## src/rtl/mlp_eval_sequencer_if.sv

```systemverilog
// mlp_eval_sequencer_if: sample-in / result-out handshake bundle of the MLP sequencer
//   in_valid/in_ready/in_data      : feature sample stream into the sequencer
//   out_valid/out_ready/out_class/out_err : classification result stream out of it
//   master = producer/consumer side, slave = sequencer side
interface mlp_eval_sequencer_if #(
    parameter int IN_W  = 16,
    parameter int CLS_W = 2
);
    logic             in_valid;
    logic             in_ready;
    logic [IN_W-1:0]  in_data;
    logic             out_valid;
    logic             out_ready;
    logic [CLS_W-1:0] out_class;
    logic [1:0]       out_err;

    modport master (
        output in_valid, in_data, out_ready,
        input  in_ready, out_valid, out_class, out_err
    );

    modport slave (
        input  in_valid, in_data, out_ready,
        output in_ready, out_valid, out_class, out_err
    );
endinterface

```

## src/rtl/mlp_eval_sequencer.sv

```systemverilog
// mlp_eval_sequencer: drives a combinational printed-MLP core, waits for it to settle,
//   captures (and optionally re-captures) its class and reports class, error flags and stats.
//   clk, rst_n     : clock, asynchronous active-low reset
//   bus            : sample/result handshakes (slave side)
//   core_inp_o     : registered feature drive to the core
//   core_out_i     : class index coming back from the core
//   busy_o         : sequencer is not idle
//   clr_i          : synchronous clear of the statistics counters
//   sample_cnt_o   : delivered results, saturating
//   err_cnt_o      : delivered results with any error flag, saturating
module mlp_eval_sequencer #(
    parameter int IN_W      = 16,
    parameter int CLS_W     = 2,
    parameter int NUM_CLASS = 3,
    parameter int SETTLE    = 4,
    parameter int RECHECK   = 2,
    parameter int CNT_W     = 16
) (
    input  logic             clk,
    input  logic             rst_n,
    mlp_eval_sequencer_if.slave bus,
    output logic [IN_W-1:0]  core_inp_o,
    input  logic [CLS_W-1:0] core_out_i,
    output logic             busy_o,
    input  logic             clr_i,
    output logic [CNT_W-1:0] sample_cnt_o,
    output logic [CNT_W-1:0] err_cnt_o
);
    typedef enum logic [1:0] {S_IDLE, S_SETTLE, S_RECHECK, S_OUT} state_t;

    localparam bit         RC_EN      = RECHECK > 0;
    localparam logic [7:0] SETTLE_M1  = 8'(SETTLE - 1);
    localparam logic [7:0] RECHECK_M1 = 8'(RC_EN ? RECHECK - 1 : 0);

    state_t             state_q, state_d;
    logic [7:0]         timer_q, timer_d;
    logic [CLS_W-1:0]   cls_a_q, cls_a_d;
    logic [CLS_W-1:0]   cls_b_q, cls_b_d;
    logic [IN_W-1:0]    core_inp_q, core_inp_d;
    logic [CLS_W-1:0]   out_class_q, out_class_d;
    logic [1:0]         out_err_q, out_err_d;
    logic [CNT_W-1:0]   sample_cnt_q, sample_cnt_d;
    logic [CNT_W-1:0]   err_cnt_q, err_cnt_d;
    logic               in_ready, accept, out_hs, tmo, enter_out;

    function automatic logic is_illegal(input logic [CLS_W-1:0] c);
        return int'(c) >= NUM_CLASS;
    endfunction

    assign accept = bus.in_valid & in_ready;
    assign out_hs = (state_q == S_OUT) & bus.out_ready;
    assign tmo    = timer_q == 8'd0;

    always_ff @(posedge clk or negedge rst_n) begin
        if (!rst_n) state_q <= S_IDLE;
        else        state_q <= state_d;
    end

    always_comb begin
        state_d = state_q;
        case (state_q)
            S_IDLE:    state_d = accept ? S_SETTLE : S_IDLE;
            S_SETTLE:  state_d = !tmo ? S_SETTLE : (RC_EN ? S_RECHECK : S_OUT);
            S_RECHECK: state_d = tmo ? S_OUT : S_RECHECK;
            S_OUT:     state_d = !out_hs ? S_OUT : (accept ? S_SETTLE : S_IDLE);
            default:   state_d = S_IDLE;
        endcase
    end

    // in_ready looks only at state and out_ready so that a consumer taking the result
    // can let the next sample in on the same edge without a combinational loop on in_valid.
    always_comb begin
        in_ready      = (state_q == S_IDLE) || (state_q == S_OUT && bus.out_ready);
        bus.in_ready  = in_ready;
        bus.out_valid = state_q == S_OUT;
        bus.out_class = out_class_q;
        bus.out_err   = out_err_q;
        busy_o        = state_q != S_IDLE;
        core_inp_o    = core_inp_q;
        sample_cnt_o  = sample_cnt_q;
        err_cnt_o     = err_cnt_q;
    end

    always_comb begin
        timer_d    = timer_q;
        cls_a_d    = cls_a_q;
        cls_b_d    = cls_b_q;
        core_inp_d = core_inp_q;
        if (accept) begin
            core_inp_d = bus.in_data;
            timer_d    = SETTLE_M1;
        end else if (state_q == S_SETTLE) begin
            timer_d = tmo ? RECHECK_M1 : timer_q - 8'd1;
            cls_a_d = tmo ? core_out_i : cls_a_q;
        end else if (state_q == S_RECHECK) begin
            timer_d = tmo ? timer_q : timer_q - 8'd1;
            cls_b_d = tmo ? core_out_i : cls_b_q;
        end
        // result flags are frozen on the edge that enters OUT, from the captures made on that edge
        enter_out    = (state_d == S_OUT) && (state_q != S_OUT);
        out_class_d  = enter_out ? cls_a_d : out_class_q;
        out_err_d    = enter_out ? {RC_EN && (cls_a_d != cls_b_d),
                                    is_illegal(cls_a_d) || (RC_EN && is_illegal(cls_b_d))}
                                 : out_err_q;
        sample_cnt_d = clr_i ? '0
                     : (out_hs && !(&sample_cnt_q)) ? sample_cnt_q + CNT_W'(1) : sample_cnt_q;
        err_cnt_d    = clr_i ? '0
                     : (out_hs && out_err_q != 2'b00 && !(&err_cnt_q)) ? err_cnt_q + CNT_W'(1) : err_cnt_q;
    end

    always_ff @(posedge clk or negedge rst_n) begin
        if (!rst_n) begin
            timer_q      <= '0;
            cls_a_q      <= '0;
            cls_b_q      <= '0;
            core_inp_q   <= '0;
            out_class_q  <= '0;
            out_err_q    <= '0;
            sample_cnt_q <= '0;
            err_cnt_q    <= '0;
        end else begin
            timer_q      <= timer_d;
            cls_a_q      <= cls_a_d;
            cls_b_q      <= cls_b_d;
            core_inp_q   <= core_inp_d;
            out_class_q  <= out_class_d;
            out_err_q    <= out_err_d;
            sample_cnt_q <= sample_cnt_d;
            err_cnt_q    <= err_cnt_d;
        end
    end
endmodule

```

## src/flat_wrapper.sv

```systemverilog
// flat-port wrapper written by rule: the top's interface ports become plain ports
module mlp_eval_sequencer_flat 
#(
    parameter int IN_W      = 16,
    parameter int CLS_W     = 2,
    parameter int NUM_CLASS = 3,
    parameter int SETTLE    = 4,
    parameter int RECHECK   = 2,
    parameter int CNT_W     = 16
)
  (clk, rst_n, core_inp_o, core_out_i, busy_o, clr_i, sample_cnt_o, err_cnt_o, bus_in_valid, bus_in_data, bus_out_ready, bus_in_ready, bus_out_valid, bus_out_class, bus_out_err);
  mlp_eval_sequencer_if #(.IN_W(IN_W), .CLS_W(CLS_W)) bus_i ();
  input  logic clk;
  input  logic rst_n;
  output logic [IN_W-1:0] core_inp_o;
  input  logic [CLS_W-1:0] core_out_i;
  output logic busy_o;
  input  logic clr_i;
  output logic [CNT_W-1:0] sample_cnt_o;
  output logic [CNT_W-1:0] err_cnt_o;
  input wire logic [$bits(bus_i.in_valid)-1:0] bus_in_valid;
  input wire logic [$bits(bus_i.in_data)-1:0] bus_in_data;
  input wire logic [$bits(bus_i.out_ready)-1:0] bus_out_ready;
  output wire logic [$bits(bus_i.in_ready)-1:0] bus_in_ready;
  output wire logic [$bits(bus_i.out_valid)-1:0] bus_out_valid;
  output wire logic [$bits(bus_i.out_class)-1:0] bus_out_class;
  output wire logic [$bits(bus_i.out_err)-1:0] bus_out_err;
  assign bus_i.in_valid = bus_in_valid;
  assign bus_i.in_data = bus_in_data;
  assign bus_i.out_ready = bus_out_ready;
  assign bus_in_ready = bus_i.in_ready;
  assign bus_out_valid = bus_i.out_valid;
  assign bus_out_class = bus_i.out_class;
  assign bus_out_err = bus_i.out_err;
  mlp_eval_sequencer #(.IN_W(IN_W), .CLS_W(CLS_W), .NUM_CLASS(NUM_CLASS), .SETTLE(SETTLE), .RECHECK(RECHECK), .CNT_W(CNT_W)) u_core (.clk(clk), .rst_n(rst_n), .bus(bus_i), .core_inp_o(core_inp_o), .core_out_i(core_out_i), .busy_o(busy_o), .clr_i(clr_i), .sample_cnt_o(sample_cnt_o), .err_cnt_o(err_cnt_o));
endmodule
```

## config.mk

```make
export PLATFORM = sky130hd
export DESIGN_NAME = mlp_eval_sequencer_flat
export DESIGN_NICKNAME = d
export VERILOG_FILES = /design/src/rtl/mlp_eval_sequencer_if.sv /design/src/rtl/mlp_eval_sequencer.sv /design/src/flat_wrapper.sv
export SDC_FILE = /design/constraint.sdc
export NUM_CORES = 1
export LEC_CHECK = 0
export ABC_AREA = 1
export BUFFER_PORTS_ARGS = -buffer_cell sky130_fd_sc_hd__buf_2
export CAP_MARGIN = 25
export CORE_UTILIZATION = 30
export DETAILED_ROUTE_END_ITERATION = 7
export PLACE_DENSITY = 0.5
export SLEW_MARGIN = 25
export SYNTH_ARGS = -nofsm -noshare
export SYNTH_HDL_FRONTEND = slang
export SYNTH_SLANG_ARGS = --single-unit
```

## constraint.sdc

```tcl
create_clock -name clk -period 1.8 [get_ports clk]
set_input_delay 0.36 -clock clk [delete_from_list [all_inputs] [get_ports clk]]
set_output_delay 0.36 -clock clk [all_outputs]
set_load 0.05 [all_outputs]
```

==> metrics.txt <==
status completed; initial antenna violation count 0; vias per cell approximately 4.7; Syn Area/Cell slightly below 8 sq um; drt first pass iters 4; yosys warns 0; maxcap violations 0; Mapped Nets between 400 and 500; CTS tree done; fmax approximately 560 MHz; Final Power around 7 mW; IO buf count 77; H-tree Lvls 3; Routability Congestion ~0.8; Crit Path Class flop to output port; initial DRC count 186; io pins between 70 and 80; vias in the first global route between 3000 and 4000; Setup WS pre-CTS around 0.018 ns; Final ANT Viol Nets 0; Synth Flop Type dfrtp_1; Starting Density 0.307; RSZ-0062 raised after global routing true; row cnt 40; # clock sinks 66; CTS max path bufs 2; maximum vdd drop between 0.0009 and 0.001 V; setup ws final just over 0.008 ns; Max-slew headroom 0.736; Max Slew Vio Count 0; element type at the critical path end output port; Tmin final ~1.8 ns; critical-path cell list inv_2, ha_4, clkinvlp_4, nand2_8, buf_8; measured slew at the worst slew-check pin between 0.3 and 0.4 ns; total global routing overflow 0; Distinct cells, synth 37; # setup viols final 0; Hold WC Path Type primary input to flop; post-synthesis cell count between 400 and 500; CTS clk-pin slew, worst paths approximately 0.060 ns; pwr/cell area 1450 mW/mm^2; Post-DP HPWL 6830 microns; largest net degree at the start of global routing 32; Core Area 0.0120 sq mm; die width around 110 microns; Netlist Area Pre-Place 0.00367 sq mm; total CTS buffers 9; residual DRC count 0; leakage approximately 2.3 nW; period utilisation layout 0.995; skew final a little over 0.009 ns; final net count between 500 and 600; Area growth syn-to-layout 33.1%; Synth Register Bits 66; Critical Path RT ~1.4 ns; startpoint types flop; drt wl/cell 12.8 microns; final wirelength 9170 microns; EDFF count, synth 0; GRT Overall Usage 0.153; Worst-Skew Late Latency 0.34 ns; Critical-path top delay cell dfrtp_1; Antenna Cells 0; layout cell share with drive strength beyond 1 0.317; vias after detailed routing approximately 3300; height of the die around 110 microns; post-synthesis sequential area ratio 0.450; CP max stage delay 0.41 ns; root buffer cell clkbuf_16; Final Hold Fails 0; final hold slack approximately 0.21 ns; global-route wire length before repair between 15000 and 20000 microns; CP Max Fanout 3; asr flop ratio synth 1.00; critical path arrival about 1.4 ns; die area between 0.01 and 0.015 sq mm
==> per-layer routing <==
metal / part of all wire / vias up / routed length [microns] / GRT usage
met3: 0.047 / 14 / 431 / 0.0421
met1: 0.50 / 1561 / 4600 / 0.207
met5: 0 / - / 0 / 0
met4: 0.018 / 0 / 163 / 0.0676
li1: - / 1704 / - / -
met2: 0.43 / 67 / 3970 / 0.228
==> repair_timing <==
action / CTS / global route
pin swaps: 1 / 3
hold buffers: 1 / 0
cloned: 0 / 1
resized for setup: 3 / 16
buffers inserted: 1 / 4
setup endpoints to repair: 1 / 18
endpoints found under the hold margin: 13 / 0
==> worst paths after layout <==
kind | start | endpoint | slack (ns) | depth (start not counted)
min in group asynchronous | rst_n | u_core.err_cnt_o[1] | 0.48 | 2
hold reg to reg | u_core.core_inp_o[6] | u_core.core_inp_o[6] | 0.47 | 2
hold / removal | bus_in_data[3] | u_core.core_inp_o[3] | 0.21 | 3
setup / recovery | u_core.state_q[0] | bus_in_ready | 0.008 | 5
setup reg to reg | u_core.state_q[0] | u_core.bus.out_err[1] | 0.10 | 12
max in group asynchronous | rst_n | u_core.timer_q[5] | 0.77 | 3
==> kinds of logic (layout without fill, tap and decap cells) <==
kind of cell	Yosys count	count (layout)	synth area share
AND/OR/NAND/NOR	259	259	0.331
AO/OA/AOI/OAI	56	56	0.0941
buffers and inverters	62	171	0.0699
flip-flops	66	66	0.450
XOR/XNOR	11	11	0.0283
adder cells (fa/ha/maj)	8	8	0.0273
==> power by group <==
group          internal [mW]  switching, mW  leakage [nW]
logic                  0.919           2.10          1.30
registers               1.82          0.221         0.876
clock network           1.35          0.690         0.169
==> through the flow <==
stage,cells,utilization,setup TNS [ns],instance area [sq um]
6_report,718,0.408,0,4880
5_1_grt,718,0.408,-0.152,4880
4_1_cts,713,0.401,-0.000508,4790
3_5_place_dp,695,0.370,0,4420
3_3_place_gp,695,0.370,0,4420
2_1_floorplan,462,-,0,3760
==> area by class of cell <==
| cell class | count | area (sq um) |
|---|---|---|
| clock buffer | 9 | 225 |
| clock inverter | 7 | 118 |
| fill | 1248 | 7080 |
| inverter | 54 | 209 |
| multi-input combinational | 334 | 1890 |
| sequential | 66 | 1650 |
| tap | 147 | 184 |
| timing repair buffer | 100 | 599 |
| timing repair inverter | 1 | 7.51 |
==> synthesized netlist by cell type (all sizes together) (2+ instances only) <==
library cell / count / area, sq um
o31ai: 5 / 37.5
nand2: 147 / 602
nor3b: 3 / 22.5
nand4: 14 / 87.6
xnor2: 2 / 17.5
nor3: 15 / 85.1
nor2: 50 / 234
buf: 7 / 50.1
o22ai: 2 / 12.5
dfrtp: 66 / 1650
inv: 53 / 199
a21oi: 16 / 110
xor2: 9 / 86.3
nand3: 30 / 183
o21ai: 30 / 161
ha: 8 / 100
==> layout by cell type (no fill, tap or decap), drive strengths merged, types with 2 or more instances in the layout <==
cell / netlist / layout
ha: 8 / 8
nor3b: 3 / 3
clkbuf: 1 / 9
o21ai: 30 / 30
inv: 53 / 52
o31ai: 5 / 5
dfrtp: 66 / 66
nand2: 147 / 147
nand4: 14 / 14
nor2: 50 / 50
nor3: 15 / 15
nand3: 30 / 30
xor2: 9 / 9
buf: 7 / 99
bufinv: 0 / 3
clkinvlp: 0 / 2
o22ai: 2 / 2
clkinv: 1 / 5
a21oi: 16 / 16
xnor2: 2 / 2
==> state kept, by name, indices dropped and copies added, names as in the netlist <==
signal	flops
u_core.bus.out_class	2
u_core.bus.out_err	2
u_core.cls_a_q	2
u_core.cls_b_q	2
u_core.core_inp_o	16
u_core.err_cnt_o	16
u_core.sample_cnt_o	16
u_core.state_q	2
u_core.timer_q	8
==> critical path: cells and delay by family, from the launching register on <==
family	cells	cell delay, ns
AND/OR/NAND/NOR	1	0.13
flip-flops	1	0.41
buffers and inverters	3	0.41
adder cells (fa/ha/maj)	1	0.14
(Power assumes the default switching activity.)
